<file path="src/rtl/uart_pkg.sv">
// Shared types and the round-robin search used by the uart TX arbiter.
// rr_pick is also meant for a future uart RX dispatch block.
package uart_pkg;

  typedef enum logic [1:0] {IDLE, ISSUE, WAIT_DONE} arb_state_t;

  localparam int UART_DATA_W = 8;
  localparam int MAX_REQ     = 8;

  typedef struct packed {
    logic       found;
    logic [2:0] idx;
  } rr_pick_t;

  function automatic rr_pick_t rr_pick(input logic [MAX_REQ-1:0] valid,
                                       input logic [2:0]         ptr,
                                       input int                 n);
    rr_pick_t   res;
    logic [3:0] cand;
    res = '0;
    // Walk from the far end so the candidate nearest ptr+1 is the one kept.
    for (int i = MAX_REQ; i >= 1; i--) begin
      if (i <= n) begin
        cand = {1'b0, ptr} + 4'(i);
        if (cand >= 4'(n)) cand = cand - 4'(n);
        if (valid[cand[2:0]]) begin
          res.found = 1'b1;
          res.idx   = cand[2:0];
        end
      end
    end
    return res;
  endfunction

endpackage

</file>
<file path="src/rtl/rr_select.sv">
// Combinational round-robin priority search starting at ptr+1.
module rr_select
  import uart_pkg::*;
#(
  parameter  int NUM_REQ = 4,
  localparam int PTR_W   = $clog2(NUM_REQ)
) (
  input  logic [NUM_REQ-1:0] valid,
  input  logic [PTR_W-1:0]   ptr,
  output logic               found,
  output logic [PTR_W-1:0]   idx
);

  rr_pick_t pick;

  always_comb begin
    pick  = rr_pick(MAX_REQ'(valid), 3'(ptr), NUM_REQ);
    found = pick.found;
    idx   = PTR_W'(pick.idx);
  end

endmodule

</file>
<file path="src/rtl/uart_tx_arbiter.sv">
// Round-robin sharing of one uart transmitter among NUM_REQ byte requesters,
// with a watchdog for a transmitter that never raises tx_busy.
//
// state     | meaning
// IDLE      | waiting for a request while the uart is idle
// ISSUE     | uart_data_en high, waiting for tx_busy to rise
// WAIT_DONE | frame in progress, waiting for tx_busy to fall
module uart_tx_arbiter
  import uart_pkg::*;
#(
  parameter  int NUM_REQ       = 4,
  parameter  int DATA_W        = UART_DATA_W,
  parameter  int START_TIMEOUT = 16,
  localparam int GID_W         = $clog2(NUM_REQ)
) (
  input  logic                      clk,
  input  logic                      rstn,
  input  logic [NUM_REQ-1:0]        req_valid,
  input  logic [NUM_REQ*DATA_W-1:0] req_data,
  output logic [NUM_REQ-1:0]        req_ready,
  output logic [DATA_W-1:0]         uart_data_in,
  output logic                      uart_data_en,
  input  logic                      uart_tx_busy,
  output logic [GID_W-1:0]          grant_id,
  output logic                      active,
  output logic                      timeout_err,
  input  logic                      err_clr
);

  localparam int CNT_W = $clog2(START_TIMEOUT) + 1;

  arb_state_t       state;
  logic [GID_W-1:0] rr_ptr;
  logic [CNT_W-1:0] cnt;
  logic             pick_found;
  logic [GID_W-1:0] pick_idx;
  logic             grant;

  rr_select #(.NUM_REQ(NUM_REQ)) u_rr_select (
    .valid (req_valid),
    .ptr   (rr_ptr),
    .found (pick_found),
    .idx   (pick_idx)
  );

  // Gated by rstn so a reset edge never doubles as an accept edge.
  assign grant = rstn && (state == IDLE) && !uart_tx_busy && pick_found;

  always_comb begin
    req_ready = '0;
    if (grant) req_ready[pick_idx] = 1'b1;
  end

  always_ff @(posedge clk) begin
    if (!rstn) begin
      state        <= IDLE;
      rr_ptr       <= GID_W'(NUM_REQ - 1);
      cnt          <= '0;
      uart_data_in <= '0;
      uart_data_en <= 1'b0;
      grant_id     <= '0;
      active       <= 1'b0;
      timeout_err  <= 1'b0;
    end else begin
      if (err_clr) timeout_err <= 1'b0;
      case (state)
        IDLE: begin
          if (grant) begin
            uart_data_in <= req_data[pick_idx*DATA_W +: DATA_W];
            grant_id     <= pick_idx;
            rr_ptr       <= pick_idx;
            uart_data_en <= 1'b1;
            active       <= 1'b1;
            cnt          <= '0;
            state        <= ISSUE;
          end
        end
        ISSUE: begin
          if (uart_tx_busy) begin
            uart_data_en <= 1'b0;
            state        <= WAIT_DONE;
          end else if (cnt == CNT_W'(START_TIMEOUT - 1)) begin
            timeout_err  <= 1'b1;
            uart_data_en <= 1'b0;
            active       <= 1'b0;
            state        <= IDLE;
          end else begin
            cnt <= cnt + CNT_W'(1);
          end
        end
        WAIT_DONE: begin
          if (!uart_tx_busy) begin
            active <= 1'b0;
            state  <= IDLE;
          end
        end
        default: state <= IDLE;
      endcase
    end
  end

endmodule

</file>
<file path="config.mk">
export PLATFORM = sky130hd
export DESIGN_NAME = uart_tx_arbiter
export DESIGN_NICKNAME = d
export VERILOG_FILES = /design/src/rtl/uart_pkg.sv /design/src/rtl/rr_select.sv /design/src/rtl/uart_tx_arbiter.sv
export SDC_FILE = /design/constraint.sdc
export NUM_CORES = 1
export LEC_CHECK = 0
export CAP_MARGIN = 20
export CORE_ASPECT_RATIO = 0.5
export CORE_MARGIN = 2
export CORE_UTILIZATION = 35
export DETAILED_ROUTE_END_ITERATION = 8
export HOLD_SLACK_MARGIN = 0.15
export MAX_ROUTING_LAYER = met4
export PLACE_DENSITY = 0.69
export SYNTH_ARGS = -nofsm -noshare
export SYNTH_HDL_FRONTEND = slang
export SYNTH_SLANG_ARGS = --single-unit
</file>
<file path="constraint.sdc">
create_clock -name clk -period 2.4 [get_ports clk]
set_clock_uncertainty 0.05 [all_clocks]
set_input_delay 0.36 -clock clk [delete_from_list [all_inputs] [get_ports clk]]
set_output_delay 0.36 -clock clk [all_outputs]
set_load 0.01 [all_outputs]
</file>
# After elaboration in Yosys (flattened, before gate mapping)
# Cells that the tools add are included.
# Widths: inputs -> output; s select.
# totals
register_bits,22
in_bits,40
out_inout_bits,17
word_cells,89
# classes
add_sub_neg,9
order_cmp,10
n_eq_ne,9
shifts,1
muxes,39
reduce_logical,13
# op_table
op,n
$shiftx 32x6->8,1
$mux 4,5
$ge 4x3->1 const B,4
$lt 3x4->1 const B,4
$mux 5,3
$mux 1,14
$bmux 1 s3,4
$mux 3,4
$sub 3x3->3 const B,4
$ne 2x2->1 const B,5
$pmux 5 s2,1
$mux 2,4
$add 2x2->3 const B,2
$pmux 2 s3,1
$reduce_and 3->1,2
$add 5x1->5 const B,1
$eq 5x4->1 const B,1
$reduce_and 5->1,1
$add 2x3->4 const B,1
$logic_and 1x1->1,4
$reduce_and 4->1,1
$add 2x1->3 const B,1
$lt 2x3->1 const B,1
$ne 3x3->1 const B,1
11 further kinds,11

# Depth between registers and ports, before layout
# Gate-level depths: netlist (run 1).
# depth
depth_word,14
mapped_depth,10
depth_no_buf,8

# By module
# From an unflattened synthesis (run 1), not the netlist that was laid out.
# unflattened
cells_unflattened,169
area_unflattened_um2,1514.0
# by_module_without_submodules
module,instances,cells_each,area_per_inst_um2,seq_area_each_um2
uart_tx_arbiter,1,135,1242.4,440.4
rr_select,1,34,271.5,0.0

# Worst setup path after synthesis (run 1)
# No wires, ideal clock.
# synth_timing
kind,flip-flop to output port
startpoint,register rr_ptr[1]
endpoint,output req_ready[1]
arrival_ns,1.955
t_required_ns,1.990
setup_slack_ns,0.035
path_stages_with_launch,10
n_path_buf,2
cell_sequence,dfxtp_1 > ha_1 > buf_2 > mux2i_1 > o22ai_1 > o31a_1 > a31oi_1 > buf_2 > inv_2 > nor2_1
# synth_between
elab_chain_cells,14
elab_cells_between_ends,35
cone_classes,add/sub: 8; order compare: 6; mux: 19; reduce/logical: 2
# synth_lines
element,line_no,text
start: declaration,uart_tx_arbiter.sv:33,logic [GID_W-1:0] rr_ptr;
start signal: assignment,uart_tx_arbiter.sv:57,rr_ptr <= GID_W'(NUM_REQ - 1);
start signal: assignment,uart_tx_arbiter.sv:71,rr_ptr <= pick_idx;
$add 2x3->4,uart_pkg.sv:24,"cand = {1'b0, ptr} + 4'(i);"
$ge 4x3->1 / $sub 3x3->3 (equally long branches),uart_pkg.sv:25,if (cand >= 4'(n)) cand = cand - 4'(n);
$mux 3,uart_pkg.sv:25,
$bmux 1 s3,uart_pkg.sv:26,if (valid[cand[2:0]]) begin
$mux 1 (not written as such),uart_pkg.sv:26,
$mux 4 (3 in series),uart_pkg.sv:26,
$mux 4 (*),uart_pkg.sv:26,
$lt 2x3->1 (not written as such) / $ge 2x1->1 (equally long branches),uart_tx_arbiter.sv:51,if (grant) req_ready[pick_idx] = 1'b1;
$logic_and 1x1->1 (not written as such),uart_tx_arbiter.sv:51,
$mux 1 (not written as such),uart_tx_arbiter.sv:51,
$demux 1 s2,uart_tx_arbiter.sv:51,
$mux 4 (*),uart_tx_arbiter.sv:51,
end: declaration,uart_tx_arbiter.sv:20,"output logic [NUM_REQ-1:0] req_ready,"
# Mark *: on every way between the ends. The rest lies on a longest branch, timed or not. The select of a mux whose other input is x is not followed.

# Worst setup path after layout (run 1)
# layout_timing
startpoint,register rr_ptr[0]
endpoint,output req_ready[0]
# The elaborated chain is that of the path after synthesis.

==> reports/results.tsv, run 1 <==
metric	value	unit
status	complete, but fails checks	
violations	setup timing	
timing.setup.tns	-1.14	ns
post-route-drc-count	0	
die_h	50.1	um
cp.arrival	2.15	ns
cp_cell_sequence	ha_4, buf_4, nor3_4, nor2_4, buf_6, a31oi_4, buf_4, nor2_2, buf_2	
final_cell_area	0.00265	mm^2
total_power	2.58	mW
ant_nets	0	
synth-simple-area-share	0.187	
synth-compound-area-share	0.215	
port_buffers	56	
synth_edf_count	0	
clk_pin_slew	0.09	ns
rsz0062_at_grt	yes	
cp_num_buf_inv	4	
synth_top_family_by_area	compound AO/OA/AOI/OAI gates	
drt_wl_total	5.06	mm
p_leak	1.10	nW
cp_max_fo	4	
syn_to_final_growth	78.3	%
antenna_found_initial	0	
vias	1690	
synthAdderAreaFrac	0.0674	
slowest_stage	dfxtp_4	
worst-slew-pin-transition	0.408	ns
hold_viol_final	0	
seq_area_frac_synth	0.297	
fin_nets	313	
cp_data_required_time	1.99	ns
hold_class	reg2reg	
clockBufferDepth	2	
synth_nets	221	
critical_path_class	reg2out	
synth_flop_cell	dfxtp_1	
ys_ff_latch	22	
synth_cell_types	40	
grt_max_degree	27	
die_area	0.00481	mm^2
cts.sinks	22	
rows	16	
wl_per_cell	15.9	um
power.density	975	mW/mm^2
grt_pass1_wl	7.20	mm
diodes	0	
fillCellCount	295	
synth_xor_area_frac	0	
first_pass_iters	4	
relSlewSlack	0.728	
cts_buffers	3	
setup_ws	-0.165	ns
drtIter0Drc	72	
ff_latch_area	445	um^2
cts_tree	done	
synth_area	0.00149	mm^2
grt_pass1_vias	1504	
dpl.cell_count	292	
final_common_cell	clkdlybuf4s50_1	
avgSynthCellArea	8.58	um^2
io-pin-count	57	
cts_root_buffer	clkbuf_8	
critPathMaxStageDelay	0.37	ns
maxSlewViolCount	0	
crit_path_end_kind	primary output	
vias_per_cell	5.31	
start_util	0.373	
fp.coreArea	0.00398	mm^2
fin_crit	2.56	ns
ys_async_sr_fraction	0	
multi_input_area	0.00111	mm^2
cp_top_family	buffers and inverters	
critPathLaunchType	flip-flop	
grt_util_all_layers	0.197	
finalSetupViolCount	11	
clk_latency	0.27	ns
fin_crit_sh	1.07	
fin_cells	318	
syn_inst	173	
die_x	96.1	um
pre_cts_ws	-0.572	ns
muxShareOfSynthArea	0.170	
final_cell_mix	clkdlybuf4s50_1 (48), buf_4 (33), dfxtp_1 (20)	
layout-drive-gt1-share	0.307	
dpl.hpwl	3.18	mm
drv_cap	0	
vdd_drop_max	0.334	mV
fmax	0.390	GHz
cpMostUsedCell	buf_4	
htreeDepth	1	
routabilityCongestion	0.891	
grt.overflow.total	0	
ys_warn_count	0	
place_area	0.00223	mm^2
==> registers in the layout, indices dropped and copies added, names as in the netlist <==
| register | count |
|---|---|
| cnt | 5 |
| rr_ptr | 2 |
| timeout_err | 1 |
| active | 1 |
| uart_data_en | 1 |
| uart_data_in | 8 |
| grant_id | 2 |
| state | 2 |
==> cell usage after synthesis, types with 2 or more instances <==
cell type | n | share of area
nand4_1 | 3 | 0.013
nand2_1 | 13 | 0.033
o22ai_1 | 4 | 0.017
nand3_1 | 10 | 0.034
nand2b_1 | 6 | 0.025
o221ai_1 | 8 | 0.047
nor2_1 | 10 | 0.025
o211ai_1 | 2 | 0.010
a211o_1 | 2 | 0.012
clkbuf_1 | 6 | 0.015
o21ai_0 | 3 | 0.010
nand3b_1 | 4 | 0.020
o31a_1 | 2 | 0.012
a41o_1 | 2 | 0.013
ha_1 | 8 | 0.067
dfxtp_1 | 22 | 0.30
mux2i_1 | 23 | 0.16
a21oi_1 | 8 | 0.027
inv_1 | 7 | 0.018
o21ai_1 | 3 | 0.010
nor2b_1 | 2 | 0.0084
buf_2 | 7 | 0.024
==> routing by layer <==
| layer | track usage | vias to the layer above | part of all wire |
|---|---|---|---|
| met5 | - | - | 0 |
| met4 | 0.0405 | 0 | 0.017 |
| met3 | 0.0336 | 8 | 0.036 |
| met2 | 0.316 | 36 | 0.50 |
| met1 | 0.261 | 818 | 0.45 |
| li1 | - | 828 | - |
==> worst min-delay path: cells and delay by family (launching register included) <==
kind,cells,cell delay (ns)
DFF,1,0.32
and+or+nand+nor,1,0.05
muxes,1,0.05
==> through the flow <==
step / util / hold WS [ns]
final: 0.665 / 0.415
after global routing: 0.665 / 0.446
after CTS: 0.617 / 0.420
after detailed placement: 0.559 / 0.403
after global placement: 0.559 / 0.400
after floorplan: - / 0.401
==> path summary, 6_finish.rpt <==
check	cells past startpoint	startpoint	to	slack [ns]
setup reg to reg	11	rr_ptr[0]	uart_data_in[7]	-0.11
setup / recovery	9	rr_ptr[0]	req_ready[0]	-0.16
hold / removal	2	active	active	0.41
hold reg to reg	2	active	active	0.41
==> repair_timing <==
action	4_1_cts	5_1_grt
pin swaps	12	14
gates resized for setup	41	26
cloned	0	1
setup endpoints to repair	11	14
hold buffers	0	0
buffers inserted	14	7
==> power breakdown <==
group	total, mW	switching (mW)	internal (mW)
clock network	0.282	0.135	0.147
registers	0.525	0.0593	0.466
logic	1.78	0.771	1.00
==> area by class of cell <==
type,count,area share
inverter,8,0.0113
sequential,22,0.168
clock buffer,4,0.0208
multi-input combinational,129,0.419
tap,54,0.0255
timing repair buffer,101,0.355
==> logic make-up after synthesis <==
| kind of cell | after synthesis |
|---|---|
| AND/OR/NAND/NOR | 53 |
| AO/OA/AOI/OAI | 43 |
| multiplexers | 25 |
| buffers and inverters | 22 |
| flip-flops | 22 |
| adder cells (fa/ha/maj) | 8 |
Power figures use the tool's default switching activity.
==> inputs of run 2 (changes only) <==
--- a/config.mk
+++ b/config.mk
@@ -8,3 +8,3 @@
 export CAP_MARGIN = 20
-export CORE_ASPECT_RATIO = 0.5
+export CORE_ASPECT_RATIO = 0.8
 export CORE_MARGIN = 2
--- a/constraint.sdc
+++ b/constraint.sdc
@@ -4,2 +4,2 @@
 set_output_delay 0.36 -clock clk [all_outputs]
-set_load 0.01 [all_outputs]
+set_load 0.05 [all_outputs]
==> run 2 against run 1 <==
  * The run still ends with setup timing left
  * Maximum frequency rose by 2.6%
  * Sequential share of layout area is 1.1 points higher
  * Core utilization is 6.6 points lower
  * Die area is 0.59% lower
  * First-iteration DRC count shrank 43%
  * Combinational power decreased by 3%
  * Clock-buffer cell count unchanged
  * Via count fell by 7.8%
  * Critical endpoint is now req_ready[3]
  * Largest cell class unchanged
  * Highest routed layer unchanged
==> reports/results.tsv, run 2 (same netlist as run 1, synthesis figures left out) <==
metric	value	unit
relSlewSlack	0.646	
vias_per_cell	5.18	
grt_util_all_layers	0.178	
largest_reg_flops	8	
reg_top3	uart_data_in: 8 flops, cnt: 5 flops	
power.density	1010	mW/mm^2
regMostFlops	uart_data_in	
grt_max_degree	27	
place_area	0.00229	mm^2
cp.arrival	2.09	ns
cts.sinks	22	
clk_latency	0.26	ns
drtIter0Drc	41	
dpl.hpwl	3.00	mm
grt_pass1_wl	6.96	mm
start_util	0.360	
final_cell_mix	clkdlybuf4s50_1 (48), mux2i_1 (22), buf_4 (21)	
cp_data_required_time	1.99	ns
grt_pass1_vias	1510	
vdd_drop_max	0.397	mV
pre_cts_ws	-0.257	ns
dpl.cell_count	290	
reg2reg_to	uart_data_in[1]	
htreeDepth	1	
critical_path_class	reg2out	
grt.overflow.total	0	
antenna_found_initial	0	
clockBufferDepth	2	
post-route-drc-count	0	
fin_crit	2.50	ns
cts_root_buffer	clkbuf_8	
clk_pin_slew	0.08	ns
fin_nets	293	
die_x	76.8	um
total_power	2.51	mW
rows	21	
fp.coreArea	0.00413	mm^2
p_leak	1.00	nW
die_h	62.3	um
syn_to_final_growth	66.3	%
hold_viol_final	0	
fmax	0.400	GHz
cts_tree	done	
rr_startpoint	rr_ptr[1]	
finalSetupViolCount	4	
cp_max_fo	4	
die_area	0.00478	mm^2
r2r_cells	9	
fin_crit_sh	1.04	
violations	setup timing	
drv_cap	0	
rsz0062_at_grt	yes	
vias	1559	
hold_start	active	
wl_per_cell	14.1	um
layout-drive-gt1-share	0.230	
fin_cells	301	
drt_wl_total	4.26	mm
worstHoldPathCells	2	
port_buffers	56	
io-pin-count	57	
worst-slew-pin-transition	0.529	ns
critPathLaunchType	flip-flop	
cts_buffers	3	
hold-path-endpoint	active	
status	complete, but fails checks	
timing.setup.tns	-0.342	ns
final_cell_area	0.00247	mm^2
reg2reg_slack	0.12	ns
hold_class	reg2reg	
maxSlewViolCount	0	
final_common_cell	clkdlybuf4s50_1	
first_pass_iters	4	
diodes	0	
crit_path_end_kind	primary output	
setup_ws	-0.0985	ns
ant_nets	0	
routabilityCongestion	0.843	
-- run 2: changes by cell type in the layout (fill, tap and decap cells not counted), sizes merged --
cell / previous run / this run
clkbuf: 5 / 4
buf: 48 / 29
-- run 2: how the worst max path moves through the flow --
stage                 start      endpoint  slack, ns  cells after the start
2_1_floorplan     rr_ptr[0]  req_ready[1]      -0.02                      9
3_3_place_gp   req_valid[1]  req_ready[1]      -0.23                      7
3_5_place_dp   req_valid[1]  req_ready[3]      -0.26                      7
4_1_cts           rr_ptr[1]  req_ready[3]      -0.11                      8
5_1_grt           rr_ptr[1]  req_ready[3]      -0.20                      8
6_report          rr_ptr[1]  req_ready[3]       -0.1                      8
-- run 2: where the power goes --
part           internal, mW  switching (mW)  total [mW]
Sequential            0.465          0.0542       0.519
Clock                 0.146           0.123       0.269
Combinational         0.789           0.927        1.72
-- run 2: layer usage --
metal  routed length, um  global-route usage  up-vias  part of all wire
li1                    -                   -      790                 -
met1                2010               0.228      722              0.47
met2                2010               0.296       43              0.47
met3                 212              0.0451        4             0.050
met4                  22              0.0136        0            0.0052
met5                   0                   -        -                 0
-- run 2: metrics by stage --
step                hold WS (ns)  utilization
floorplan                  0.401            -
global placement           0.405        0.554
detailed placement         0.412        0.554
CTS                        0.425        0.591
global route               0.448        0.599
finish                     0.417        0.599
-- run 2: timing repair --
item	CTS	global route
pin swaps	6	0
gates resized for setup	17	5
endpoints found under the setup margin	4	7
gates cloned	0	0
buffers inserted	6	1
hold buffers	0	0
-- run 2: final cells by class --
class	count	area [um^2]
inverters	8	30.0
repair buffers	81	807
clock buffers	4	55.1
well taps	57	71.3
fillers	361	1660
flip-flops and latches	22	443
multi-input cells	129	1060
-- run 2: critical path, stage by stage (launching register included) --
cell and delay, ns:
dfxtp_2 0.34, ha_4 0.30, mux2i_4 0.24, o22ai_2 0.08, o31a_1 0.27, a31oi_4 0.24
inv_2 0.10, nor2_4 0.11, buf_12 0.14
==> inputs of run 3 (changes only) <==
--- a/config.mk
+++ b/config.mk
@@ -14,3 +14,4 @@
 export MAX_ROUTING_LAYER = met4
-export PLACE_DENSITY = 0.69
+export PLACE_DENSITY = 0.7
+export RECOVER_POWER = 50
 export SYNTH_ARGS = -nofsm -noshare
==> constraint.sdc (replaced) <==
create_clock -name clk -period 2.4 [get_ports clk]
set_clock_uncertainty 0.05 [all_clocks]
set_input_delay 0.72 -clock clk [delete_from_list [all_inputs] [get_ports clk]]
set_output_delay 0.72 -clock clk [all_outputs]
set_load 0.05 [all_outputs]
==> run 3 against run 2 <==
  * The flow still finishes with violations (setup timing)
  * Total power rose by 4.2%
  * Sequential share of layout area decreased by 0.61 points
  * Core utilization rose by 2.5 points
  * Via count up 2.4%
==> reports/results.tsv, run 3 (same netlist as run 1, synthesis figures left out) <==
metric	value	unit
routabilityCongestion	0.842	
largest_reg_flops	8	
dpl.hpwl	3.27	mm
grt.overflow.total	0	
fmax	0.348	GHz
finalSetupViolCount	12	
final_cell_mix	clkdlybuf4s50_1 (42), buf_4 (22), dfxtp_1 (20)	
fp.coreArea	0.00413	mm^2
antenna_found_initial	0	
pre_cts_ws	-0.904	ns
slowest_stage	o31a_1	
cts_root_buffer	clkbuf_8	
maxSlewViolCount	0	
clk_latency	0.26	ns
post-route-drc-count	0	
die_area	0.00478	mm^2
grt_pass1_vias	1499	
p_leak	1.01	nW
cp.arrival	2.10	ns
htreeDepth	1	
grt_max_degree	27	
reg_top3	uart_data_in: 8 flops, cnt: 5 flops	
crit_path_end_kind	primary output	
status	complete, but fails checks	
grt_pass1_wl	6.95	mm
cts.sinks	22	
grt_util_all_layers	0.182	
cts_buffers	3	
port_buffers	56	
critPathMaxStageDelay	0.27	ns
cp_data_required_time	1.63	ns
violations	setup timing	
worst-slew-pin-transition	0.526	ns
ant_nets	0	
drtIter0Drc	64	
layout-drive-gt1-share	0.282	
io-pin-count	57	
final_cell_area	0.00257	mm^2
sw_frac_of_total	0.441	
power_frac_seq	0.202	
vias_per_cell	5.23	
wl_per_cell	14.5	um
rows	21	
die_x	76.8	um
cpMostUsedCell	buf_4	
vias	1596	
fin_crit_sh	1.20	
fin_crit	2.87	ns
relSlewSlack	0.649	
clockPowerShare	0.087	
start_util	0.360	
cp_max_fo	4	
clk_pin_slew	0.07	ns
setup_ws	-0.472	ns
drv_cap	0	
final_common_cell	clkdlybuf4s50_1	
critical_path_class	in2out	
hold_viol_final	0	
p_switching	1.15	mW
combPwrFrac	0.711	
clockBufferDepth	2	
critPathLaunchType	primary input	
syn_to_final_growth	73.1	%
regMostFlops	uart_data_in	
cts_tree	done	
drt_wl_total	4.42	mm
hold_class	reg2reg	
first_pass_iters	5	
place_area	0.00233	mm^2
rsz0062_at_grt	yes	
die_h	62.3	um
fin_nets	298	
hold_buffers	0	
diodes	0	
p_int	1.46	mW
cp_cell_sequence	buf_4, buf_4, mux2i_2, o22ai_1, o31a_1, a31oi_4, buf_6, nor2_4, buf_12	
vdd_drop_max	0.498	mV
power.density	1020	mW/mm^2
==> run 3: cell types whose count changed in the layout (fill, tap and decap cells not counted), moves of 3 or more <==
cell,before,now
mux2i_2,0,5
dlygate4sd2_1,4,0
clkdlybuf4s50_1,48,42
mux2i_1,22,13
buf_2,0,3
dlygate4sd3_1,0,6
mux2i_4,1,5
==> run 3: metrics by stage <==
step	setup TNS, ns	power, mW	hold WS [ns]	util	std cells
floorplan	-1.24	1.57	0.401	-	173
finish	-2.13	2.61	0.415	0.623	305
global route	-3.14	2.77	0.453	0.623	305
CTS	-2.11	2.45	0.423	0.593	302
detailed placement	-13.65	2.08	0.412	0.565	295
global placement	-13.09	2.06	0.400	0.565	295
==> run 3: what timing repair did <==
item                                    CTS  global route
buffers inserted                          4             2
pin swaps                                13             8
cloned                                    0             1
endpoints found under the setup margin   21            12
gates resized for setup                  29            22
==> run 3: routing by layer <==
layer | wire [um] | track usage | vias up
met2 | 2150 | 0.299 | 37
met3 | 260 | 0.0567 | 7
li1 | - | - | 798
met5 | 0 | - | -
met4 | 52 | 0.0364 | 0
met1 | 1960 | 0.221 | 754
==> run 3: final cells by class <==
cell class	count	area (um^2)
inverters	8	32.5
repair buffers	86	843
well taps	57	71.3
clock buffers	3	41.3
multi-input cells	129	1140
fillers	362	1550
flip-flops and latches	22	445
==> run 3: path summary, 6_finish.rpt <==
| check | from | endpoint | slack [ns] | cells past startpoint |
|---|---|---|---|---|
| worst max-delay path | req_valid[0] | req_ready[2] | -0.47 | 9 |
| worst max register to register | rr_ptr[1] | uart_data_in[6] | -0.03 | 10 |
| worst min-delay path | active | active | 0.41 | 2 |
| worst min register to register | active | active | 0.41 | 2 |
==> run 3: critical path: cells and delay by family <==
kind / cells / cell delay [ns]
AO/OA/AOI/OAI: 3 / 0.61
multiplexers: 1 / 0.17
AND/OR/NAND/NOR: 1 / 0.04
buffers and inverters: 4 / 0.56
==> run 3: power by group through the flow <==
stage	Sequential [mW]	Clock [mW]	Combinational (mW)
final	0.527	0.228	1.86
after global routing	0.540	0.260	1.97
after CTS	0.527	0.237	1.68
after detailed placement	0.538	0	1.54
after global placement	0.534	0	1.53
after floorplan	0.798	0	0.771
